===== config.mk =====
export PLATFORM = sky130hd
export DESIGN_NAME = cps_asram_sched_flat
export DESIGN_NICKNAME = d
export VERILOG_FILES = /design/src/rtl/cps_asram_sched_if.sv /design/src/rtl/cps_asram_sched.sv /design/src/flat_wrapper.sv
export SDC_FILE = /design/constraint.sdc
export NUM_CORES = 1
export LEC_CHECK = 0
export CAP_MARGIN = 20
export CORE_ASPECT_RATIO = 1.2
export CORE_UTILIZATION = 44
export CTS_BUF_LIST = sky130_fd_sc_hd__clkbuf_2 sky130_fd_sc_hd__clkbuf_4 sky130_fd_sc_hd__clkbuf_8
export DETAILED_ROUTE_END_ITERATION = 7
export DONT_BUFFER_PORTS = 1
export SLEW_MARGIN = 20
export SYNTH_ARGS = -nofsm -noshare
export SYNTH_HDL_FRONTEND = slang
export SYNTH_SLANG_ARGS = --single-unit

===== constraint.sdc =====
create_clock -name bus_clk -period 8.2 [get_ports bus_clk]
set_input_delay 1.64 -clock bus_clk [delete_from_list [all_inputs] [get_ports bus_clk]]
set_output_delay 1.64 -clock bus_clk [all_outputs]
set_load 0.02 [all_outputs]

===== src/rtl/cps_asram_sched_if.sv =====
// Host request/ack handshake plus CPU-side request bus to the async-SRAM controller.
// slave = scheduler view; master = the 68000 glue and SRAM controller together.
interface cps_asram_sched_if;
  logic        host_req;
  logic        host_we;
  logic [1:0]  host_bena;
  logic [19:0] host_addr;
  logic [15:0] host_wdata;
  logic [15:0] host_rdata;
  logic        host_ack;
  logic        cpu_rden;
  logic        cpu_wren;
  logic [1:0]  cpu_bena;
  logic [19:0] cpu_addr;
  logic [15:0] cpu_wdata;
  logic [15:0] cpu_rdata;
  logic        cpu_valid;

  modport slave (
    input  host_req, host_we, host_bena, host_addr, host_wdata, cpu_rdata, cpu_valid,
    output host_rdata, host_ack, cpu_rden, cpu_wren, cpu_bena, cpu_addr, cpu_wdata
  );

  modport master (
    output host_req, host_we, host_bena, host_addr, host_wdata, cpu_rdata, cpu_valid,
    input  host_rdata, host_ack, cpu_rden, cpu_wren, cpu_bena, cpu_addr, cpu_wdata
  );
endinterface


===== src/rtl/cps_asram_sched.sv =====
// VRAM slot scheduler: 4-phase cycle strobes, CPU/GPU slot pattern, refresh frames, CPU sequencing.
// Host ack 4..28 clocks after request acceptance; host_req is held by the host until ack.
module cps_asram_sched #(
  parameter int REF_INTERVAL = 64
) (
  input  logic             bus_clk,
  input  logic             bus_rst,
  input  logic             ref_en,
  cps_asram_sched_if.slave bus,
  output logic             ram_ref,
  output logic [3:0]       ram_cyc,
  output logic [3:0]       ram_acc
);

  typedef enum logic [1:0] {IDLE, WAIT, ISSUED, DONE} state_t;

  localparam logic [11:0] REF_LAST = 12'(REF_INTERVAL - 1);

  state_t      state_q, state_d;
  logic [1:0]  cyc_cnt_q, cyc_cnt_d;
  logic [1:0]  acc_cnt_q, acc_cnt_d;
  logic [11:0] ref_cnt_q, ref_cnt_d;
  logic        ram_ref_q, ram_ref_d;
  logic [3:0]  ram_cyc_q, ram_cyc_d;
  logic [3:0]  ram_acc_q, ram_acc_d;
  logic        cpu_rden_q, cpu_rden_d;
  logic        cpu_wren_q, cpu_wren_d;
  logic [1:0]  cpu_bena_q, cpu_bena_d;
  logic [19:0] cpu_addr_q, cpu_addr_d;
  logic [15:0] cpu_wdata_q, cpu_wdata_d;
  logic [15:0] host_rdata_q, host_rdata_d;
  logic        host_ack_q, host_ack_d;
  logic        frame_end;
  logic        cpu_slot;

  function automatic logic [3:0] onehot(input logic [1:0] v);
    onehot = 4'b0001 << v;
  endfunction

  always_comb begin
    cyc_cnt_d = cyc_cnt_q + 2'd1;
    acc_cnt_d = acc_cnt_q;
    if (cyc_cnt_q == 2'd3) begin
      acc_cnt_d = acc_cnt_q + 2'd1;
    end
    frame_end = (cyc_cnt_q == 2'd3) && (acc_cnt_q == 2'd3);

    ram_ref_d = ram_ref_q;
    ref_cnt_d = ref_en ? ref_cnt_q : 12'd0;
    if (frame_end) begin
      if (ram_ref_q) begin
        ram_ref_d = 1'b0;
      end else if (ref_en && (ref_cnt_q == REF_LAST)) begin
        ram_ref_d = 1'b1;
        ref_cnt_d = 12'd0;
      end else if (ref_en) begin
        ref_cnt_d = ref_cnt_q + 12'd1;
      end
    end

    // Strobes are registered copies of the next counter values so they line up with the counters.
    ram_cyc_d = onehot(cyc_cnt_d);
    ram_acc_d = ram_ref_d ? 4'b0000 : onehot(acc_cnt_d);
  end

  assign cpu_slot = (ram_acc_q[0] | ram_acc_q[2]) & ~ram_ref_q;

  always_comb begin
    state_d      = state_q;
    cpu_rden_d   = cpu_rden_q;
    cpu_wren_d   = cpu_wren_q;
    cpu_bena_d   = cpu_bena_q;
    cpu_addr_d   = cpu_addr_q;
    cpu_wdata_d  = cpu_wdata_q;
    host_rdata_d = host_rdata_q;
    host_ack_d   = 1'b0;

    case (state_q)
      IDLE: begin
        if (bus.host_req) begin
          cpu_addr_d  = bus.host_addr;
          cpu_bena_d  = bus.host_bena;
          cpu_wdata_d = bus.host_wdata;
          cpu_wren_d  = bus.host_we;
          cpu_rden_d  = ~bus.host_we;
          state_d     = WAIT;
        end
      end
      WAIT: begin
        // The controller samples the request on the edge that ends cyc[0] of a CPU slot.
        if (ram_cyc_q[0] && cpu_slot) begin
          state_d = ISSUED;
        end
      end
      ISSUED: begin
        if (cpu_wren_q) begin
          if (ram_cyc_q[3]) begin
            host_ack_d = 1'b1;
            cpu_wren_d = 1'b0;
            state_d    = DONE;
          end
        end else if (bus.cpu_valid) begin
          host_rdata_d = bus.cpu_rdata;
          host_ack_d   = 1'b1;
          cpu_rden_d   = 1'b0;
          state_d      = DONE;
        end
      end
      DONE: begin
        if (!bus.host_req) begin
          state_d = IDLE;
        end
      end
      default: state_d = IDLE;
    endcase
  end

  always_ff @(posedge bus_clk or posedge bus_rst) begin
    if (bus_rst) begin
      state_q      <= IDLE;
      cyc_cnt_q    <= 2'd0;
      acc_cnt_q    <= 2'd0;
      ref_cnt_q    <= 12'd0;
      ram_ref_q    <= 1'b0;
      ram_cyc_q    <= 4'b0001;
      ram_acc_q    <= 4'b0001;
      cpu_rden_q   <= 1'b0;
      cpu_wren_q   <= 1'b0;
      cpu_bena_q   <= 2'd0;
      cpu_addr_q   <= 20'd0;
      cpu_wdata_q  <= 16'd0;
      host_rdata_q <= 16'd0;
      host_ack_q   <= 1'b0;
    end else begin
      state_q      <= state_d;
      cyc_cnt_q    <= cyc_cnt_d;
      acc_cnt_q    <= acc_cnt_d;
      ref_cnt_q    <= ref_cnt_d;
      ram_ref_q    <= ram_ref_d;
      ram_cyc_q    <= ram_cyc_d;
      ram_acc_q    <= ram_acc_d;
      cpu_rden_q   <= cpu_rden_d;
      cpu_wren_q   <= cpu_wren_d;
      cpu_bena_q   <= cpu_bena_d;
      cpu_addr_q   <= cpu_addr_d;
      cpu_wdata_q  <= cpu_wdata_d;
      host_rdata_q <= host_rdata_d;
      host_ack_q   <= host_ack_d;
    end
  end

  assign ram_ref        = ram_ref_q;
  assign ram_cyc        = ram_cyc_q;
  assign ram_acc        = ram_acc_q;
  assign bus.cpu_rden   = cpu_rden_q;
  assign bus.cpu_wren   = cpu_wren_q;
  assign bus.cpu_bena   = cpu_bena_q;
  assign bus.cpu_addr   = cpu_addr_q;
  assign bus.cpu_wdata  = cpu_wdata_q;
  assign bus.host_rdata = host_rdata_q;
  assign bus.host_ack   = host_ack_q;

endmodule


===== src/flat_wrapper.sv =====
// flat-port wrapper written by rule: the top's interface ports become plain ports
module cps_asram_sched_flat 
#(
  parameter int REF_INTERVAL = 64
)
  (bus_clk, bus_rst, ref_en, ram_ref, ram_cyc, ram_acc, bus_host_req, bus_host_we, bus_host_bena, bus_host_addr, bus_host_wdata, bus_cpu_rdata, bus_cpu_valid, bus_host_rdata, bus_host_ack, bus_cpu_rden, bus_cpu_wren, bus_cpu_bena, bus_cpu_addr, bus_cpu_wdata);
  cps_asram_sched_if bus_i ();
  input  logic bus_clk;
  input  logic bus_rst;
  input  logic ref_en;
  output logic ram_ref;
  output logic [3:0] ram_cyc;
  output logic [3:0] ram_acc;
  input wire logic [$bits(bus_i.host_req)-1:0] bus_host_req;
  input wire logic [$bits(bus_i.host_we)-1:0] bus_host_we;
  input wire logic [$bits(bus_i.host_bena)-1:0] bus_host_bena;
  input wire logic [$bits(bus_i.host_addr)-1:0] bus_host_addr;
  input wire logic [$bits(bus_i.host_wdata)-1:0] bus_host_wdata;
  input wire logic [$bits(bus_i.cpu_rdata)-1:0] bus_cpu_rdata;
  input wire logic [$bits(bus_i.cpu_valid)-1:0] bus_cpu_valid;
  output wire logic [$bits(bus_i.host_rdata)-1:0] bus_host_rdata;
  output wire logic [$bits(bus_i.host_ack)-1:0] bus_host_ack;
  output wire logic [$bits(bus_i.cpu_rden)-1:0] bus_cpu_rden;
  output wire logic [$bits(bus_i.cpu_wren)-1:0] bus_cpu_wren;
  output wire logic [$bits(bus_i.cpu_bena)-1:0] bus_cpu_bena;
  output wire logic [$bits(bus_i.cpu_addr)-1:0] bus_cpu_addr;
  output wire logic [$bits(bus_i.cpu_wdata)-1:0] bus_cpu_wdata;
  assign bus_i.host_req = bus_host_req;
  assign bus_i.host_we = bus_host_we;
  assign bus_i.host_bena = bus_host_bena;
  assign bus_i.host_addr = bus_host_addr;
  assign bus_i.host_wdata = bus_host_wdata;
  assign bus_i.cpu_rdata = bus_cpu_rdata;
  assign bus_i.cpu_valid = bus_cpu_valid;
  assign bus_host_rdata = bus_i.host_rdata;
  assign bus_host_ack = bus_i.host_ack;
  assign bus_cpu_rden = bus_i.cpu_rden;
  assign bus_cpu_wren = bus_i.cpu_wren;
  assign bus_cpu_bena = bus_i.cpu_bena;
  assign bus_cpu_addr = bus_i.cpu_addr;
  assign bus_cpu_wdata = bus_i.cpu_wdata;
  cps_asram_sched #(.REF_INTERVAL(REF_INTERVAL)) u_core (.bus_clk(bus_clk), .bus_rst(bus_rst), .ref_en(ref_en), .bus(bus_i), .ram_ref(ram_ref), .ram_cyc(ram_cyc), .ram_acc(ram_acc));
endmodule

==> results.sh <==
export IMPL_maxCapViolCount=0
export IMPL_finalWorstSetupSlack_ns=5.620
export IMPL_period_share_pct=31.47
export IMPL_hold_ws_ns=0.5147
export IMPL_cts_setup_buffers=0
export IMPL_clockRootBuffer="clkbuf_8"
export IMPL_syn_num_nets=325
export IMPL_fin_setup_tns_ns=0
export IMPL_finClkSkew_ns=0.008957
export IMPL_n_fill_cell=660
export IMPL_syn_area_per_cell_sq_um=13.90
export IMPL_synth_area_leaders="dfrtp_1 (58%), mux2_2 (17%), ha_1 (3.9%)"
export IMPL_finalHoldViolations=0
export IMPL_area_delta_synth_final_pct=8.469
export IMPL_nNetsFinal=331
export IMPL_die_w_microns=83.78
export IMPL_layout_cells_non_filler=357
export IMPL_n_antenna_cell=0
export IMPL_antenna_found_initial=0
export IMPL_dr_pass1_iters=4
export IMPL_clkPwrFrac_pct=21.1
export IMPL_path_clk_slew_ns=0.08
export IMPL_ios=126
export IMPL_synth_edf_count=0
export IMPL_synth_top_area_share_pct=58.11
export IMPL_place_ws_ns=5.534
export IMPL_status="finished clean"
export IMPL_placement_io_buffers=0
export IMPL_post_synth_num_cell_types=44
export IMPL_dp_hpwl_mm=4.398
export IMPL_internal_power_mw=0.8808
export IMPL_comb_power_share_pct=19.4
export IMPL_arrival_ns=0.94
export IMPL_postCtsHoldBufs=0
export IMPL_required_ns=6.56
export IMPL_rows=35
export IMPL_core_area_sq_mm=0.007707
export IMPL_place_gp_congestion=0.7439
export IMPL_p_seq_share_pct=59.6
export IMPL_grt_pass1_vias=1941
export IMPL_slew_violations=0
export IMPL_min_period_ns=2.580
export IMPL_numCtsBuffers=9
export IMPL_synth_seq_area_share_pct=59.60
export IMPL_crit_path_end_kind="output pin"
export IMPL_synth_cells=254
export IMPL_grt_remaining_overflow=0
export IMPL_htree_num_levels=3
export IMPL_cts_resized=0
export IMPL_worst_setup_path_start_kind="flop"
export IMPL_grt_max_degree=63
export IMPL_die_y_microns=100.1
export IMPL_worstMarginPinSlew_ns=0.7617
export IMPL_dpl_cell_area_sq_mm=0.003628
export IMPL_initial_core_util_pct=45.81
export IMPL_ys_seq_elements=84
export IMPL_p_leak_nw=1.697
export IMPL_synthFlopType="dfrtp_1"
export IMPL_ir_drop_mv=0.1670
export IMPL_cts_tree="built"
export IMPL_relSlewSlack_pct=49.22
export IMPL_yosysWarnings=0
export IMPL_first_iter_violations=55
export IMPL_p_sw_mw=0.5181
export IMPL_die_area_sq_mm=0.008388
export IMPL_drt_total_wl_mm=6.091
export IMPL_async_flop_share_pct=100.0
export IMPL_drive_gt1_share_pct=31.70
export IMPL_fmax_mhz=387.6
export IMPL_ant_nets=0
export IMPL_rsz0062_at_grt="false"
export IMPL_grt_pass1_wl_mm=9.894
export IMPL_remaining_drc_errors=0
export IMPL_clkLatencyLatePin_ns=0.34
export IMPL_yosys_top_cells_count="dfrtp_1 (82), mux2_2 (53), nand2_1 (18), ha_1 (11)"
export IMPL_yosys_area_top_type="dfrtp_1"
export IMPL_cts_sinks=84
export IMPL_worstPathMaxFanout=8
export IMPL_crit_type="flop to output pin"
export IMPL_vias_per_cell=5.420
export IMPL_grt_usage_pct=15.26
export IMPL_holdCritPathClass="flop to flop"
export IMPL_synth_area_sq_mm=0.003531
export IMPL_vias=1935
export IMPL_max_clock_path_buffers=2
export IMPL_wl_per_cell_microns=17.06
export IMPL_placed_cells=341
export IMPL_cellPowerDensity_mw_per_mm2=365.2
export IMPL_yosys_cell_count_top_type="dfrtp_1"
export IMPL_fin_area_sq_mm=0.003830
export IMPL_setup_violations=0
export IMPL_switching_share_pct=37.04
[metrics by stage]
stage,power (mW),utilization [%]
3_3_place_gp,1.109,47.08
5_1_grt,1.483,49.69
2_1_floorplan,1.057,-
4_1_cts,1.421,49.69
6_report,1.399,49.69
3_5_place_dp,1.124,47.08
[final cells by class]
type	count	area, sq um	area share (%)
multi-input combinational	154	1359	35.48
clock inverter	4	48.80	1.274
sequential	84	2105	54.95
clock buffer	12	152.6	3.986
timing repair buffer	2	15.01	0.3920
inverter	9	35.03	0.9147
tap	92	115.1	3.006
[path summary, 6_finish.rpt]
kind / slack, ns / to / cells after the start / from
setup reg to reg: 6.41 / u_core.state_q[1] / 6 / u_core.state_q[0]
hold / removal: 0.51 / u_core.cyc_cnt_q[0] / 1 / u_core.cyc_cnt_q[0]
min in group asynchronous: 1.13 / u_core.bus.host_rdata[2] / 1 / bus_rst
setup / recovery: 5.62 / bus_cpu_wren / 0 / u_core.bus.cpu_wren
hold reg to reg: 0.51 / u_core.cyc_cnt_q[0] / 1 / u_core.cyc_cnt_q[0]
max in group asynchronous: 5.98 / u_core.bus.cpu_addr[15] / 2 / bus_rst
[power groups by stage]
stage          logic [mW]  clock network [mW]  registers [mW]
6_report            0.271               0.295           0.834
3_5_place_dp        0.278                   0           0.847
4_1_cts             0.279               0.305           0.838
2_1_floorplan       0.242                   0           0.815
3_3_place_gp        0.264                   0           0.844
5_1_grt             0.306               0.326           0.851
[cells in the final DEF (no fill, tap or decap), drive strengths merged, types with 5 or more instances in the layout]
| master | count |
|---|---|
| clkbuf | 12 |
| dfrtp | 82 |
| ha | 11 |
| inv | 8 |
| mux2 | 55 |
| nand2 | 18 |
| nand4 | 5 |
| nor2 | 9 |
| nor3 | 5 |
| nor4 | 5 |
| o21ai | 7 |
| xnor2 | 6 |
[cells by family (layout without fill, tap and decap cells)]
| group | count (synthesis) | in the layout | synth area share [%] |
|---|---|---|---|
| compound gates | 20 | 20 | 4.501 |
| xor+xnor | 8 | 8 | 1.984 |
| fa+ha+maj | 11 | 11 | 3.898 |
| buf+inv | 16 | 27 | 1.913 |
| flops | 84 | 84 | 59.60 |
| mux | 56 | 56 | 17.82 |
| simple gates | 59 | 59 | 10.28 |
[registers in the layout (all words and copies together), names as in the netlist]
| name | count |
|---|---|
| u_core.ref_cnt_q | 12 |
| u_core.bus.cpu_wdata | 16 |
| u_core.bus.cpu_bena | 2 |
| u_core.bus.cpu_rden | 1 |
| u_core.acc_cnt_q | 2 |
| u_core.bus.cpu_addr | 20 |
| u_core.ram_ref | 1 |
| u_core.cyc_cnt_q | 2 |
| u_core.bus.cpu_wren | 1 |
| u_core.bus.host_rdata | 16 |
| u_core.state_q | 2 |
| u_core.ram_acc | 4 |
| u_core.ram_cyc | 4 |
| u_core.bus.host_ack | 1 |
[layer usage]
metal  GRT usage (%)  wire length [microns]
met5               0                      0
met4           5.867                     80
met3           6.414                    485
met2           24.58                   3131
met1           18.31                   2392
No activity file was read; power rests on OpenSTA's default activity.
